### src/rtl/alu_seq_pkg.sv
// Shared types and constants for the ALU operand/result routing sequencer.
package alu_seq_pkg;

  typedef enum logic [1:0] {
    S_IDLE      = 2'd0,
    S_OPERAND   = 2'd1,
    S_EXECUTE   = 2'd2,
    S_WRITEBACK = 2'd3
  } alu_seq_state_t;

  localparam logic [3:0] SRC_B_IMM = 4'd8;
  localparam int         NUM_REGS  = 8;
  localparam int         REG_IDX_W = $clog2(NUM_REGS);
  localparam int         IMM_W     = 8;
  localparam int         LAT_W     = 4;

  typedef struct packed {
    logic [REG_IDX_W-1:0] src_a;
    logic [3:0]           src_b;
    logic [IMM_W-1:0]     imm;
    logic [REG_IDX_W-1:0] dst;
    logic                 wb;
  } alu_op_t;

endpackage

### src/rtl/alu_latency_timer.sv
// Loadable down-counter that times the ALU latency; expired while the count is zero.
module alu_latency_timer
  import alu_seq_pkg::*;
(
  input  logic             i_clk,
  input  logic             i_reset,
  input  logic             i_load,
  input  logic [LAT_W-1:0] i_value,
  input  logic             i_dec,
  output logic             o_expired
);

  logic [LAT_W-1:0] r_count;

  always_ff @(posedge i_clk) begin
    if (i_reset) begin
      r_count <= '0;
    end else if (i_load) begin
      r_count <= i_value;
    end else if (i_dec && (r_count != '0)) begin
      r_count <= r_count - LAT_W'(1);
    end
  end

  assign o_expired = (r_count == '0);

endmodule

### src/rtl/alu_datapath_sequencer.sv
// Sequences one micro-op through operand mux, ALU latency and result demux.
// Define ALU_SEQ_OVERLAP_EN to accept the next op during WRITEBACK.
module alu_datapath_sequencer
  import alu_seq_pkg::*;
#(
  parameter int WORD_SIZE   = 8,
  parameter int ALU_LATENCY = 1,
  parameter int CNT_WIDTH   = 16
) (
  input  logic                 i_clk,
  input  logic                 i_reset,
  input  logic                 i_op_valid,
  output logic                 o_op_ready,
  input  logic [2:0]           i_op_src_a,
  input  logic [3:0]           i_op_src_b,
  input  logic [WORD_SIZE-1:0] i_op_imm,
  input  logic [2:0]           i_op_dst,
  input  logic                 i_op_wb,
  output logic [2:0]           o_sel_a,
  output logic [3:0]           o_sel_b,
  output logic [WORD_SIZE-1:0] o_imm_out,
  output logic                 o_mux_en,
  output logic                 o_alu_start,
  output logic [2:0]           o_wb_sel,
  output logic                 o_wb_en,
  output logic                 o_done,
  output logic                 o_err_illegal,
  output logic [CNT_WIDTH-1:0] o_ops_completed
);

  localparam logic [LAT_W-1:0] LAT_LOAD = LAT_W'(ALU_LATENCY - 1);

  alu_seq_state_t       r_state;
  alu_op_t              r_op;
  logic                 r_mux_en;
  logic                 r_alu_start;
  logic [2:0]           r_wb_sel;
  logic                 r_wb_en;
  logic                 r_done;
  logic                 r_err_illegal;
  logic [CNT_WIDTH-1:0] r_ops_completed;

  logic w_ready;
  logic w_accept;
  logic w_launch;
  logic w_drop;
  logic w_timer_load;
  logic w_timer_dec;
  logic w_timer_expired;

  // Ready is a state decode so it drops in the reset cycle and returns right after.
`ifdef ALU_SEQ_OVERLAP_EN
  assign w_ready = !i_reset &&
                   (((r_state == S_IDLE) && !r_err_illegal) || (r_state == S_WRITEBACK));
`else
  assign w_ready = !i_reset && (r_state == S_IDLE) && !r_err_illegal;
`endif

  assign w_accept     = i_op_valid && w_ready;
  assign w_launch     = w_accept && (i_op_src_b <= SRC_B_IMM);
  assign w_drop       = w_accept && (i_op_src_b > SRC_B_IMM);
  assign w_timer_load = (r_state == S_OPERAND);
  assign w_timer_dec  = (r_state == S_EXECUTE);

  alu_latency_timer u_timer (
    .i_clk     (i_clk),
    .i_reset   (i_reset),
    .i_load    (w_timer_load),
    .i_value   (LAT_LOAD),
    .i_dec     (w_timer_dec),
    .o_expired (w_timer_expired)
  );

  always_ff @(posedge i_clk) begin
    if (i_reset) begin
      r_state         <= S_IDLE;
      r_op            <= '0;
      r_mux_en        <= 1'b0;
      r_alu_start     <= 1'b0;
      r_wb_sel        <= '0;
      r_wb_en         <= 1'b0;
      r_done          <= 1'b0;
      r_err_illegal   <= 1'b0;
      r_ops_completed <= '0;
    end else begin
      r_alu_start   <= 1'b0;
      r_wb_en       <= 1'b0;
      r_done        <= 1'b0;
      r_err_illegal <= 1'b0;

      case (r_state)
        S_IDLE:      r_state <= S_IDLE;
        S_OPERAND:   r_state <= S_EXECUTE;
        S_EXECUTE: begin
          if (w_timer_expired) begin
            r_state         <= S_WRITEBACK;
            r_mux_en        <= 1'b0;
            r_wb_sel        <= r_op.dst;
            r_wb_en         <= r_op.wb;
            r_done          <= 1'b1;
            r_ops_completed <= r_ops_completed + CNT_WIDTH'(1);
          end
        end
        S_WRITEBACK: r_state <= S_IDLE;
        default:     r_state <= S_IDLE;
      endcase

      // NOTE: non-blocking assignments take the last one issued in the block, so the
      // handshake below overrides the per-state next state without any ordering hazard.
      if (w_launch) begin
        r_op.src_a  <= i_op_src_a;
        r_op.src_b  <= i_op_src_b;
        r_op.dst    <= i_op_dst;
        r_op.wb     <= i_op_wb;
        if (i_op_src_b == SRC_B_IMM) begin
          r_op.imm <= IMM_W'(i_op_imm);
        end
        r_mux_en    <= 1'b1;
        r_alu_start <= 1'b1;
        r_state     <= S_OPERAND;
      end

      // Illegal side-B source: consume the handshake but leave the datapath untouched.
      if (w_drop) begin
        r_err_illegal <= 1'b1;
        r_state       <= S_IDLE;
      end
    end
  end

  assign o_op_ready      = w_ready;
  assign o_sel_a         = r_op.src_a;
  assign o_sel_b         = r_op.src_b;
  assign o_imm_out       = WORD_SIZE'(r_op.imm);
  assign o_mux_en        = r_mux_en;
  assign o_alu_start     = r_alu_start;
  assign o_wb_sel        = r_wb_sel;
  assign o_wb_en         = r_wb_en;
  assign o_done          = r_done;
  assign o_err_illegal   = r_err_illegal;
  assign o_ops_completed = r_ops_completed;

endmodule
### config.mk
export PLATFORM = sky130hd
export DESIGN_NAME = alu_datapath_sequencer
export DESIGN_NICKNAME = d
export VERILOG_FILES = /design/src/rtl/alu_seq_pkg.sv /design/src/rtl/alu_latency_timer.sv /design/src/rtl/alu_datapath_sequencer.sv
export SDC_FILE = /design/constraint.sdc
export NUM_CORES = 1
export LEC_CHECK = 0
export ABC_AREA = 1
export BUFFER_PORTS_ARGS = -buffer_cell sky130_fd_sc_hd__buf_2
export CORE_ASPECT_RATIO = 0.9
export CORE_MARGIN = 3
export CORE_UTILIZATION = 55
export CTS_CLUSTER_DIAMETER = 60
export DETAILED_ROUTE_END_ITERATION = 7
export GPL_TIMING_DRIVEN = 0
export PLACE_DENSITY = 0.83
export SLEW_MARGIN = 20
export SYNTH_ARGS = -nofsm -noshare
export SYNTH_HDL_FRONTEND = slang
export SYNTH_SLANG_ARGS = --single-unit
### constraint.sdc
create_clock -name i_clk -period 1.9 [get_ports i_clk]
set_input_delay 0.285 -clock i_clk [delete_from_list [all_inputs] [get_ports i_clk]]
set_output_delay 0.285 -clock i_clk [all_outputs]
set_load 0.05 [all_outputs]
# ---- Word level (Yosys, flattened, before mapping)
# Cells that the tools add are included.
dict set report word_totals {
  register_bits 49
  wordCells 58
  output_inout_bits 40
}
dict set report op_classes {
  add_sub_neg 2
  magnitude_cmp 2
  reduce_logical 22
  muxes 9
  n_eq_ne 6
  bitwise_logic 2
}
# cell n
set ops {}
lappend ops {{$add A16 B1 Y16 const B} 1}
lappend ops {{$reduce_or A2 Y1} 4}
lappend ops {{$mux W1} 7}
lappend ops {{$logic_and A1 B1 Y1} 6}
lappend ops {{$pmux W2 S3} 1}
lappend ops {{$reduce_and A2 Y1} 3}
lappend ops {{$reduce_or A3 Y1} 2}
lappend ops {{$eq A2 B2 Y1 const B} 2}
lappend ops {{$eq A4 B4 Y1 const B} 1}
lappend ops {{$gt A4 B4 Y1 const B} 1}
lappend ops {{$le A4 B4 Y1 const B} 1}
lappend ops {{$logic_not A4 Y1} 1}
lappend ops {{$reduce_bool A2 Y1} 2}
lappend ops {{$reduce_bool A4 Y1} 1}
lappend ops {{$sub A4 B1 Y4 const B} 1}
lappend ops {{$ne A3 B3 Y1 const B} 1}
lappend ops {{$eq A2 B1 Y1 const B} 1}
lappend ops {{$logic_not A1 Y1} 2}
lappend ops {{$logic_not A2 Y1} 1}
lappend ops {{$mux W2} 1}
lappend ops {{$ne A2 B2 Y1 const B} 1}
lappend ops {{$not A1 Y1} 2}

# ---- Longest topological paths before layout
# Gate-level depths: netlist (run 1).
dict set report logic_depth {
  ltp_word 7
  ltp_mapped 10
}

# ---- Modules after synthesis
# A second synthesis (run 1) with hierarchy kept.
dict set report unflattened {
  hier_cells 314
  area_unflattened_um2 2303.5
}
# mod area_each_um2 cells_each seq_area_each_um2 n_inst
set by_module_without_submodules {}
lappend by_module_without_submodules {alu_datapath_sequencer 2029.4 273 900.9 1}
lappend by_module_without_submodules {alu_latency_timer 274.0 41 80.1 1}

# ---- Worst setup path before layout (run 1)
# OpenSTA, ideal clock, no wires.
dict set report synth_timing {
  path_type {reg2reg}
  startpoint {reg r_ops_completed[1] (netlist: o_ops_completed[1])}
  endpoint {reg r_ops_completed[8] (netlist: o_ops_completed[8])}
  setup_time_ns 0.116
  path_buffers 0
  t_arrival_ns 1.596
  required_ns 1.784
  setup_slack_ns 0.188
  stages_incl_launch_ff 9
  path_cell_list {dfxtp_1 > ha_1 > nand2_1 > nor2_1 > nand2_1 > nor2_4 > nand2_1 > o21ai_0 > nor2_1}
}
dict set report synth_via {
  elab_chain_len 1
}
# element line
set synth_lines {}
lappend synth_lines {{from (decl)} alu_datapath_sequencer.sv:41} ;# logic [CNT_WIDTH-1:0] r_ops_completed;
lappend synth_lines {{from (signal assigned)} alu_datapath_sequencer.sv:101} ;# r_ops_completed <= r_ops_completed + CNT_WIDTH'(1);
lappend synth_lines {{$add A16 B1 Y16} alu_datapath_sequencer.sv:101}
# No other way between the ends.
# A chain may end at the register's enable or synchronous reset.

# ---- Worst setup path in the final report (run 1)
dict set report layout_timing {
  startpoint {reg r_state[0]}
  endpoint {out o_op_ready}
}
dict set report layout_via {
  elab_chain_len 3
}
# element line
set layout_lines {}
lappend layout_lines {{from (decl)} alu_datapath_sequencer.sv:33} ;# alu_seq_state_t r_state;
lappend layout_lines {{from (signal assigned)} alu_datapath_sequencer.sv:76} ;# r_state <= S_IDLE;
lappend layout_lines {{from (signal assigned)} alu_datapath_sequencer.sv:92} ;# S_IDLE: r_state <= S_IDLE;
lappend layout_lines {{from (signal assigned)} alu_datapath_sequencer.sv:93} ;# S_OPERAND: r_state <= S_EXECUTE;
lappend layout_lines {{$logic_not A2 Y1} alu_datapath_sequencer.sv:56} ;# assign w_ready = !i_reset && (r_state == S_IDLE) && !r_err_illegal;
lappend layout_lines {{$logic_and A1 B1 Y1 (2 in a row)} alu_datapath_sequencer.sv:56}
lappend layout_lines {{to (decl)} alu_datapath_sequencer.sv:13} ;# output logic o_op_ready,
# No other way between the ends.

==> flow_metrics.py, run 1 <==
metrics = {
    "setup_path": {
        "slowest_delay_ps": 320,
        "data_arrival_critical_path_ps": 1320,
        "crit_type": "flip-flop to primary output",
        "path_max_fanout": 4,
        "cp_max_stage_cell": "dfxtp_1",
        "timing.rr.start": "o_ops_completed[1]$_SDFFE_PP0P_",
        "reg2reg_depth": 8,
        "kind_of_end_point_of_the_critical_path": "primary output",
        "crit_chain": "inv_1 -> ha_1 -> nand3_2 -> inv_2 -> buf_2",
        "timing.reg2reg.setup_slack_ps": 420,
        "timing.critical_path.from": "r_state[0]$_SDFFE_PP0P_",
        "timing.critical_path.required_ps": 1620,
        "startpoint_type": "flip-flop",
    },
    "sta": {
        "timing.clock.skew_ps": 5.375,
        "final_period_minus_worst_setup_slack_ps": 1610,
        "fmax_mhz": 621.2,
        "slew_headroom_pct": 65.16,
        "worstMarginPinSlew_ps": 522.7,
        "timing.hold.ws_ps": 196.9,
        "final_max_slew_viol_count": 0,
        "worst_slack_ps": 290.2,
        "fin_tns_setup_ps": 0,
        "grt_setup_unrepaired": "false",
        "setup_viol_count_final": 0,
        "timing_hold_violations_final": 0,
        "period_share_pct": 84.73,
    },
    "yosys": {
        "yosysTopAreaCell": "dfxtp_1",
        "synthesis.nets": 337,
        "syn-instance-count": 309,
        "postSynth.topFlopCell": "dfxtp_1",
        "number_of_warnings_reported_in_the_yosys_synthesis_log": 0,
        "synth_compound_gate_area_share_pct": 9.345,
        "synthesis.area_per_instance_um2": 7.236,
        "number_of_enable_type_register_cells_in_the_synthesized_netlist": 0,
        "synthDistinctLibCells": 28,
        "synthMostInstantiatedCell": "nor2_1",
        "yosys-top-cells-area": "dfxtp_1, nor2_1, nand2_1",
        "yosys.area_share.adder_pct": 3.358,
        "synth_top_family_by_area": "simple AND/OR/NAND/NOR gates",
        "proportion_of_synthesized_flip_flops_having_asynchronous_set_or_reset_pct": 0,
        "yosys.area_share.xor_xnor_pct": 0.7834,
        "postSynthRegisterBits": 49,
        "synth.cells.most_frequent": "nor2_1, nand2_1, dfxtp_1",
        "synth.top_cell.area_share_pct": 43.87,
        "post_synth_and_or_nand_nor_area_fraction_pct": 31.00,
        "synth_seq_area_share_pct": 43.87,
        "synthMuxAreaShare_pct": 0,
        "netlist_area_um2": 2236,
    },
    "clock_network": {
        "post_cts_buffers": 0,
        "numCtsBuffers": 5,
        "cts.root.buffer_cell": "clkbuf_8",
        "cts_tree": "yes",
        "cts.htree.levels": 2,
        "post_cts_hold_buffer_count": 0,
        "cts-resized-gates": 0,
        "cts-root-to-sink-buffers": 2,
        "clk_transition_reported_paths_ps": 90,
        "insertion_delay_ps": 310,
        "cts.sinks": 49,
    },
    "floorplanning": {
        "initial_core_util_pct": 58.69,
        "die_height_um": 66.49,
        "design.core.area_um2": 3810,
        "chipWidth_um": 73.21,
        "floorplan.io_pins": 62,
        "fp.dieArea_um2": 4867,
        "fp-row-count": 21,
    },
    "placed_design": {
        "gpl.final_weighted_congestion": 0.8888,
        "dpl_worst_slack_ps": 440.7,
        "io_buffers": 61,
        "hpwl_um": 3448,
    },
    "min_path": {
        "timing.hold.worst.class": "input pin to flip-flop",
        "min_path_cells": 3,
        "worst_hold_launch": "i_op_imm[2]",
    },
    "routing": {
        "detailroute.via_count": 2053,
        "routedWlPerCell_um": 10.89,
        "finalWirelength_um": 4606,
        "dr.pass1.iters": 4,
        "drtIter0Drc": 119,
        "drtAntennaViolNets": 0,
        "drc": 0,
        "vias_per_cell": 4.853,
    },
    "run_status": {
        "outcome": "finished, final reports clean",
    },
    "final_layout": {
        "syn_to_final_growth_pct": 20.03,
        "final.fill_count": 318,
        "layout.nets": 405,
        "layout-drive-gt1-share_pct": 26.26,
        "count_of_inserted_antenna_diode_cells": 0,
    },
    "global_routing": {
        "globalRouteTotalUtil_pct": 20.39,
        "grt_pass1_wl_um": 7638,
        "largest_net_degree_at_the_start_of_global_routing": 16,
        "grt_antenna_before_repair": 0,
        "grt_pass1_vias": 1777,
        "grt.overflow.total": 0,
    },
    "power_and_ir_drop": {
        "p_leak_nw": 1.288,
        "vdd_ir_drop_max_mv": 0.5503,
        "power-per-cell-area_nw_per_um2": 699.9,
    },
    "flow_run": {
        "maxCapViolations": 0,
    },
}
==> critical path, delay by kind of cell, from the launching register on <==
kind,cells,cell delay (ps)
buffers and inverters,3,450
DFF,1,320
adders and majority gates,1,180
and+or+nand+nor,1,80
==> stage by stage <==
| stage | util [%] | power (mW) | std cells | cell area (µm²) |
|---|---|---|---|---|
| floorplan | - | 1.243 | 309 | 2236 |
| global placement | 68.21 | 1.301 | 416 | 2599 |
| detailed placement | 68.21 | 1.305 | 416 | 2599 |
| CTS | 70.44 | 1.899 | 423 | 2684 |
| global route | 70.44 | 1.960 | 423 | 2684 |
| finish | 70.44 | 1.878 | 423 | 2684 |
==> layout by cell type, fill, tap and decap left out, drive strengths merged <==
| cell type | Yosys | layout |
|---|---|---|
| a21oi | 15 | 15 |
| ha | 6 | 6 |
| xnor2 | 1 | 1 |
| clkinvlp | 0 | 1 |
| clkinv | 0 | 1 |
| dfxtp | 49 | 49 |
| inv | 30 | 30 |
| nand3b | 1 | 1 |
| nand3 | 14 | 14 |
| o211ai | 1 | 1 |
| nand2 | 56 | 56 |
| o21ai | 23 | 23 |
| nand4 | 4 | 4 |
| buf | 20 | 81 |
| nor3b | 1 | 1 |
| nor2 | 78 | 78 |
| o21a | 1 | 1 |
| clkbuf | 2 | 7 |
| xor2 | 1 | 1 |
| nor3 | 6 | 6 |
==> routing by layer <==
metal / up-vias / part of all wire [%] / track usage [%]
li1: 1098 / - / -
met1: 885 / 48 / 25.79
met2: 63 / 43 / 31.58
met3: 7 / 6.8 / 5.882
met4: 0 / 1.7 / 9.908
met5: - / 0 / 0
==> cell type report <==
class	instances	area (µm²)	share of cell area (%)
buffer	22	147.6	5.501
clock buffer	5	68.82	2.564
clock inverter	2	16.27	0.6061
inverter	30	112.6	4.196
multi-input combinational	208	994.7	37.06
sequential	49	980.9	36.55
tap	46	57.56	2.145
timing repair buffer	61	305.3	11.38
==> sequential cells by signal, indices dropped and copies added, names as in the netlist <==
name,cells
r_state,2
o_sel_a,3
o_sel_b,4
o_alu_start,1
o_imm_out,8
o_wb_sel,3
o_err_illegal,1
o_ops_completed,16
o_mux_en,1
u_timer.r_count,4
r_op,4
o_wb_en,1
o_done,1
==> power by group <==
| group | total, mW | switching [mW] | internal, mW | leakage (nW) |
|---|---|---|---|---|
| combinational | 0.218 | 0.146 | 0.0722 | 0.851 |
| clock | 0.600 | 0.346 | 0.254 | 0.0402 |
| sequential | 1.06 | 0.0118 | 1.05 | 0.397 |
| total | 1.88 | 0.503 | 1.38 | 1.29 |
==> cell families (layout without fill, tap and decap cells) <==
kind of cell / after synthesis / in the layout
compound gates: 40 / 40
simple gates: 160 / 160
xor+xnor: 2 / 2
flops: 49 / 49
buf+inv: 52 / 120
fa+ha+maj: 6 / 6
==> path summary, 6_finish.rpt <==
check                                    endpoint
setup / recovery                       o_op_ready
hold / removal          o_imm_out[2]$_SDFFE_PP0P_
setup reg to reg  o_ops_completed[8]$_SDFFE_PP0P_
hold reg to reg           o_sel_b[3]$_SDFFE_PP0P_
Note: power is estimated with default switching activity, not from simulation.
==> inputs of run 2 (changes only) <==
ABC_AREA = 0   (was 1)
CORE_UTILIZATION = 51   (was 55)
PLACE_DENSITY = 0.79   (was 0.83)
clock period = 1.7 ns   (was 1.9 ns; I/O delays follow)
==> run 2 against run 1 <==
  * Cell count down 17%
  * Clock skew about the same
  * Critical path type is now flip-flop to flip-flop
  * Worst hold slack worse by 4.5 ps
  * Core utilization up 4.8 points
  * Die area up 1.7%
  * Area after synthesis down 5.6%
  * Count of clock-buffer cells in the layout unchanged
  * Via count down 11%
  * Global-route usage down 1.5 points
  * The run now ends with negative setup slack left
  * Design area up 7.6%
  * Flip-flop and latch count unchanged
==> flow_metrics.py, run 2 <==
metrics = {
    "routing": {
        "drtAntennaViolNets": 0,
        "wl_met3_um": 400,
        "drt-met1-wl_um": 2052,
        "drc": 0,
        "top_layer": "met4",
        "met2WireLength_um": 2340,
        "dr.pass1.iters": 5,
        "detailroute.via_count": 1829,
        "drtIter0Drc": 107,
        "finalWirelength_um": 4830,
        "vias_per_cell": 5.181,
        "routedWlPerCell_um": 13.68,
    },
    "yosys": {
        "synthesis.area_per_instance_um2": 9.258,
        "netlist_area_um2": 2111,
        "yosysTopAreaCell": "dfxtp_1",
        "postSynth.topFlopCell": "dfxtp_1",
        "synth.top_cell.area_share_pct": 46.47,
        "proportion_of_synthesized_flip_flops_having_asynchronous_set_or_reset_pct": 0,
        "synthMostInstantiatedCell": "dfxtp_1",
        "postSynthRegisterBits": 49,
        "number_of_warnings_reported_in_the_yosys_synthesis_log": 0,
        "synth_seq_area_share_pct": 46.47,
        "synth.cells.most_frequent": "dfxtp_1, nor2_1, mux2i_1",
        "synthesis.nets": 256,
        "yosys-top-cells-area": "dfxtp_1, mux2i_1, nor2_1",
        "number_of_enable_type_register_cells_in_the_synthesized_netlist": 0,
        "synthDistinctLibCells": 37,
        "syn-instance-count": 228,
    },
    "final_layout": {
        "layout.nets": 335,
        "multiInputGateArea_um2": 1119,
        "count_of_inserted_antenna_diode_cells": 0,
        "syn_to_final_growth_pct": 36.75,
        "layout-drive-gt1-share_pct": 44.95,
        "final-seq-area_um2": 996.0,
        "final.fill_count": 269,
        "mostFrequentLayoutCell": "buf_2",
        "final_cell_mix": "buf_2, dfxtp_1, nor2_1, buf_4, mux2i_1",
        "largest_register_ffs": 16,
    },
    "setup_path": {
        "timing.critical_path.required_ps": 1930,
        "crit_type": "flip-flop to flip-flop",
        "critical_path_end": "o_ops_completed[10]$_SDFFE_PP0P_",
        "timing.reg2reg.setup_slack_ps": -330,
        "timing.rr.start": "u_timer.r_count[1]$_SDFFE_PP0P_",
        "startpoint_type": "flip-flop",
        "kind_of_end_point_of_the_critical_path": "flip-flop",
        "r2r-end": "o_ops_completed[10]$_SDFFE_PP0P_",
        "reg2reg_depth": 6,
        "path_max_fanout": 6,
        "timing.critical_path.from": "u_timer.r_count[1]$_SDFFE_PP0P_",
        "data_arrival_critical_path_ps": 2250,
    },
    "clock_network": {
        "cts-root-to-sink-buffers": 2,
        "cts_tree": "yes",
        "cts.htree.levels": 2,
        "numCtsBuffers": 5,
        "cts.sinks": 49,
        "cts.root.buffer_cell": "clkbuf_8",
        "clk_transition_reported_paths_ps": 80,
        "post_cts_hold_buffer_count": 0,
        "insertion_delay_ps": 290,
    },
    "global_routing": {
        "grt_antenna_before_repair": 0,
        "largest_net_degree_at_the_start_of_global_routing": 15,
        "grt_pass1_wl_um": 7176,
        "grt_pass1_vias": 1648,
        "grt.overflow.total": 0,
        "globalRouteTotalUtil_pct": 18.85,
    },
    "sta": {
        "timing.hold.ws_ps": 192.4,
        "fmax_mhz": 493.0,
        "worst_slack_ps": -328.3,
        "grt_setup_unrepaired": "true",
        "timing.clock.skew_ps": 5.332,
        "slew_headroom_pct": 60.76,
        "worstMarginPinSlew_ps": 588.5,
        "timing_hold_violations_final": 0,
        "final_period_minus_worst_setup_slack_ps": 2028,
        "final_max_slew_viol_count": 0,
        "period_share_pct": 119.3,
        "setup_viol_count_final": 8,
    },
    "power_and_ir_drop": {
        "cellInternalPower_mw": 1.710,
        "power.combinational.fraction_pct": 12.8,
        "totalPowerFinal_mw": 2.266,
        "vdd_ir_drop_max_mv": 0.5546,
        "p_leak_nw": 1.449,
        "part_of_the_power_in_registers_pct": 52.6,
        "share_clk_of_total_power_pct": 34.6,
        "power_switching_mw": 0.5555,
        "switching_share_pct": 24.52,
        "power-per-cell-area_nw_per_um2": 784.9,
    },
    "floorplanning": {
        "initial_core_util_pct": 55.02,
        "fp.dieArea_um2": 4948,
        "fp-row-count": 21,
        "chipWidth_um": 73.82,
        "design.core.area_um2": 3836,
        "floorplan.io_pins": 62,
        "die_height_um": 67.03,
    },
    "run_status": {
        "violations_in_the_final_reports": "negative setup slack",
        "outcome": "complete, but fails checks",
    },
    "placed_design": {
        "hpwl_um": 3308,
        "io_buffers": 61,
        "gpl.final_weighted_congestion": 0.7869,
    },
    "min_path": {
        "timing.hold.worst.class": "input pin to flip-flop",
    },
    "flow_run": {
        "maxCapViolations": 0,
    },
}
## run 2: layout make-up
cell class / count / share of cell area [%]
inverter: 7 / 0.9970
timing repair buffer: 74 / 14.09
multi-input combinational: 146 / 38.75
sequential: 49 / 34.50
tap: 46 / 1.994
buffer: 24 / 6.068
clock inverter: 2 / 1.214
clock buffer: 5 / 2.384
## run 2: worst min path at each step
stage | from | to | slack [ps] | depth (start not counted)
6_report | i_op_imm[2] | o_imm_out[2]$_SDFFE_PP0P_ | 190 | 3
5_1_grt | i_op_imm[7] | o_imm_out[7]$_SDFFE_PP0P_ | 190 | 3
4_1_cts | i_op_imm[6] | o_imm_out[6]$_SDFFE_PP0P_ | 190 | 3
3_5_place_dp | o_wb_sel[1]$_SDFFE_PP0P_ | o_wb_sel[1]$_SDFFE_PP0P_ | 450 | 2
3_3_place_gp | o_sel_b[3]$_SDFFE_PP0P_ | o_sel_b[3]$_SDFFE_PP0P_ | 440 | 2
2_1_floorplan | i_op_src_b[3] | o_err_illegal$_SDFF_PP0_ | 370 | 2
## run 2: power by group through the flow
stage | registers, mW | clock network [mW] | logic [mW]
2_1_floorplan | 1.25 | 0 | 0.144
6_report | 1.19 | 0.785 | 0.289
3_5_place_dp | 1.22 | 0 | 0.248
4_1_cts | 1.19 | 0.799 | 0.265
5_1_grt | 1.20 | 0.852 | 0.312
3_3_place_gp | 1.21 | 0 | 0.244
## run 2: worst max-delay path, cell delays in order, from the launching register on
cell and delay (ps):
dfxtp_2 330, inv_2 60, ha_4 130, or3b_4 370, or4b_4 600, or3_4 350, a21oi_2 120
## run 2: per-layer routing
metal  track usage, %  vias to the layer above
met2            30.75                       63
met3            6.637                        4
met5                0                        -
met1            23.01                      849
met4            6.109                        0
li1                 -                      913
## run 2: cells by family after synthesis
family | Yosys count | share of synthesized area, %
flip-flops | 49 | 46.47
buffers and inverters | 33 | 8.713
multiplexers | 22 | 10.61
AO/OA/AOI/OAI | 19 | 5.098
XOR/XNOR | 10 | 4.150
AND/OR/NAND/NOR | 89 | 21.40
adder cells (fa/ha/maj) | 6 | 3.557
## run 2: timing repair
| action | in CTS | in global routing |
|---|---|---|
| endpoints found under the hold margin | 0 | 0 |
| gates cloned | 0 | 1 |
| gates resized for setup | 21 | 23 |
| endpoints found under the setup margin | 30 | 26 |
| setup buffers | 6 | 6 |
| pin swaps | 4 | 10 |
## run 2: stage by stage
stage / TNS [ps] / std cells / area, µm² / util (%) / setup slack [ps]
after global placement: -3357 / 335 / 2524 / 65.79 / -381.8
final: -1328 / 353 / 2887 / 75.24 / -328.3
after floorplan: -1617 / 228 / 2161 / - / -321.6
after CTS: -1377 / 346 / 2734 / 71.27 / -307.3
after detailed placement: -4270 / 335 / 2524 / 65.79 / -423.9
after global routing: -2047 / 353 / 2887 / 75.24 / -388.0
==> inputs of run 3 (changes only) <==
ABC_AREA = 1   (was 0)
PLACE_DENSITY = 0.78   (was 0.79)
==> run 3 against run 2 <==
  * The run now ends clean
  * Cell count increased by 24%
  * Highest routed layer unchanged
  * First-iteration DRC count decreased by 8.4%
  * Critical path type is now flip-flop to primary output
  * Non-clock buffer count decreased by 15
==> flow_metrics.py, run 3 (synthesis gave the netlist of run 1 again) <==
metrics = {
    "final_layout": {
        "largest_register_ffs": 16,
        "count_of_inserted_antenna_diode_cells": 0,
        "syn_to_final_growth_pct": 21.38,
        "layout.nets": 405,
        "finish.cell_count_without_fillers": 438,
        "final.fill_count": 379,
        "final_cell_mix": "nor2_1, buf_2, nand2_1, dfxtp_1, inv_1",
        "layout-drive-gt1-share_pct": 26.72,
        "final_core_density_pct": 65.29,
        "mostFrequentLayoutCell": "nor2_1",
    },
    "floorplanning": {
        "fp-row-count": 22,
        "fp.dieArea_um2": 5216,
        "design.core.area_um2": 4156,
        "initial_core_util_pct": 53.79,
        "chipWidth_um": 75.80,
        "floorplan.io_pins": 62,
        "die_height_um": 68.82,
    },
    "global_routing": {
        "globalRouteTotalUtil_pct": 18.94,
        "grt_pass1_vias": 1774,
        "grtUsageMet2_pct": 28.31,
        "globalRouteMet1Util_pct": 25.36,
        "grt_antenna_before_repair": 0,
        "grt.overflow.total": 0,
        "grt_busiest_layer": "met2",
        "use_met3_pct": 6.377,
        "grt_pass1_wl_um": 7631,
        "largest_net_degree_at_the_start_of_global_routing": 16,
    },
    "sta": {
        "slew_headroom_pct": 67.31,
        "final_period_minus_worst_setup_slack_ps": 1588,
        "grt_setup_unrepaired": "false",
        "final_max_slew_viol_count": 0,
        "fmax_mhz": 629.6,
        "setup_viol_count_final": 0,
        "period_share_pct": 93.44,
        "worstMarginPinSlew_ps": 490.3,
        "timing.clock.skew_ps": 5.432,
        "timing_hold_violations_final": 0,
        "fin_tns_setup_ps": 0,
    },
    "clock_network": {
        "cts_tree": "yes",
        "clk_transition_reported_paths_ps": 90,
        "cts.root.buffer_cell": "clkbuf_8",
        "cts.htree.levels": 2,
        "post_cts_buffers": 0,
        "cts-root-to-sink-buffers": 2,
        "insertion_delay_ps": 300,
        "cts-resized-gates": 0,
        "cts.sinks": 49,
        "post_cts_hold_buffer_count": 0,
        "numCtsBuffers": 5,
    },
    "power_and_ir_drop": {
        "power.combinational.fraction_pct": 11.4,
        "share_clk_of_total_power_pct": 33.5,
        "vdd_ir_drop_max_mv": 0.5759,
        "totalPowerFinal_mw": 2.150,
        "p_leak_nw": 1.299,
        "power-per-cell-area_nw_per_um2": 792.3,
        "power_switching_mw": 0.5664,
        "cellInternalPower_mw": 1.584,
        "switching_share_pct": 26.34,
        "part_of_the_power_in_registers_pct": 55.1,
    },
    "run_status": {
        "outcome": "finished, final reports clean",
    },
    "setup_path": {
        "path_max_fanout": 4,
        "kind_of_end_point_of_the_critical_path": "primary output",
        "startpoint_type": "flip-flop",
        "timing.critical_path.required_ps": 1440,
        "crit_type": "flip-flop to primary output",
        "data_arrival_critical_path_ps": 1330,
    },
    "placed_design": {
        "gpl.final_weighted_congestion": 0.8628,
        "io_buffers": 61,
        "dp_cells": 430,
        "hpwl_um": 3537,
    },
    "routing": {
        "drtIter0Drc": 98,
        "vias_per_cell": 4.758,
        "routedWlPerCell_um": 10.88,
        "dr.pass1.iters": 4,
        "drc": 0,
        "detailroute.via_count": 2084,
        "drtAntennaViolNets": 0,
        "finalWirelength_um": 4766,
    },
    "min_path": {
        "timing.hold.worst.class": "input pin to flip-flop",
    },
    "flow_run": {
        "maxCapViolations": 0,
    },
}
==> run 3: changes by cell type in the layout (fill, tap and decap cells not counted), sizes merged, moves of 4 or more <==
cell,change
nor2,+46
buf,-11
xor2,-6
mux2i,-19
a21oi,+5
nand2,+47
inv,+23
or3,-4
o21ai,+18
==> run 3: critical path: stages (launching register included) <==
cell and delay, ps:
dfxtp_1 320, inv_1 110, ha_1 180, nand3_2 80, inv_2 80, buf_2 260
==> run 3: power by group through the flow <==
stage | logic, mW | clock network [mW] | registers (mW)
after floorplan | 0.154 | 0 | 1.24
after global placement | 0.243 | 0 | 1.21
after detailed placement | 0.246 | 0 | 1.21
after CTS | 0.247 | 0.737 | 1.19
after global routing | 0.269 | 0.781 | 1.19
final | 0.245 | 0.720 | 1.19
==> run 3: stage by stage <==
step	cell area (µm²)	hold WS, ps	setup WS [ps]
2_1_floorplan	2237	389.9	15.58
3_3_place_gp	2618	448.6	284.3
3_5_place_dp	2618	454.4	242.5
4_1_cts	2714	166.0	91.71
5_1_grt	2714	167.4	39.37
6_report	2714	171.4	111.6
==> run 3: worst paths after layout <==
path | start | endpoint | slack, ps | cells after the start
max | r_state[0]$_SDFFE_PP0P_ | o_op_ready | 110 | 5
min reg2reg | r_op[2]$_SDFFE_PP0P_ | o_wb_sel[1]$_SDFFE_PP0P_ | 470 | 2
max reg2reg | r_state[0]$_SDFFE_PP0P_ | o_ops_completed[4]$_SDFFE_PP0P_ | 230 | 7
min | i_op_imm[4] | o_imm_out[4]$_SDFFE_PP0P_ | 170 | 3
==> run 3: routing by layer <==
metal | vias to the layer above | share of wire [%]
met3 | 11 | 8.7
met5 | - | 0
li1 | 1091 | -
met1 | 901 | 47
met4 | 0 | 1.4
met2 | 81 | 43
==> run 3: final cells by class <==
| type | instances | area (µm²) | share of cell area [%] |
|---|---|---|---|
| tap | 60 | 75.07 | 2.766 |
| clock buffer | 6 | 82.58 | 3.043 |
| inverter | 30 | 112.6 | 4.149 |
| buffer | 22 | 147.6 | 5.440 |
| multi-input combinational | 208 | 994.7 | 36.65 |
| timing repair buffer | 61 | 305.3 | 11.25 |
| clock inverter | 2 | 13.76 | 0.5071 |
| sequential | 49 | 982.2 | 36.19 |
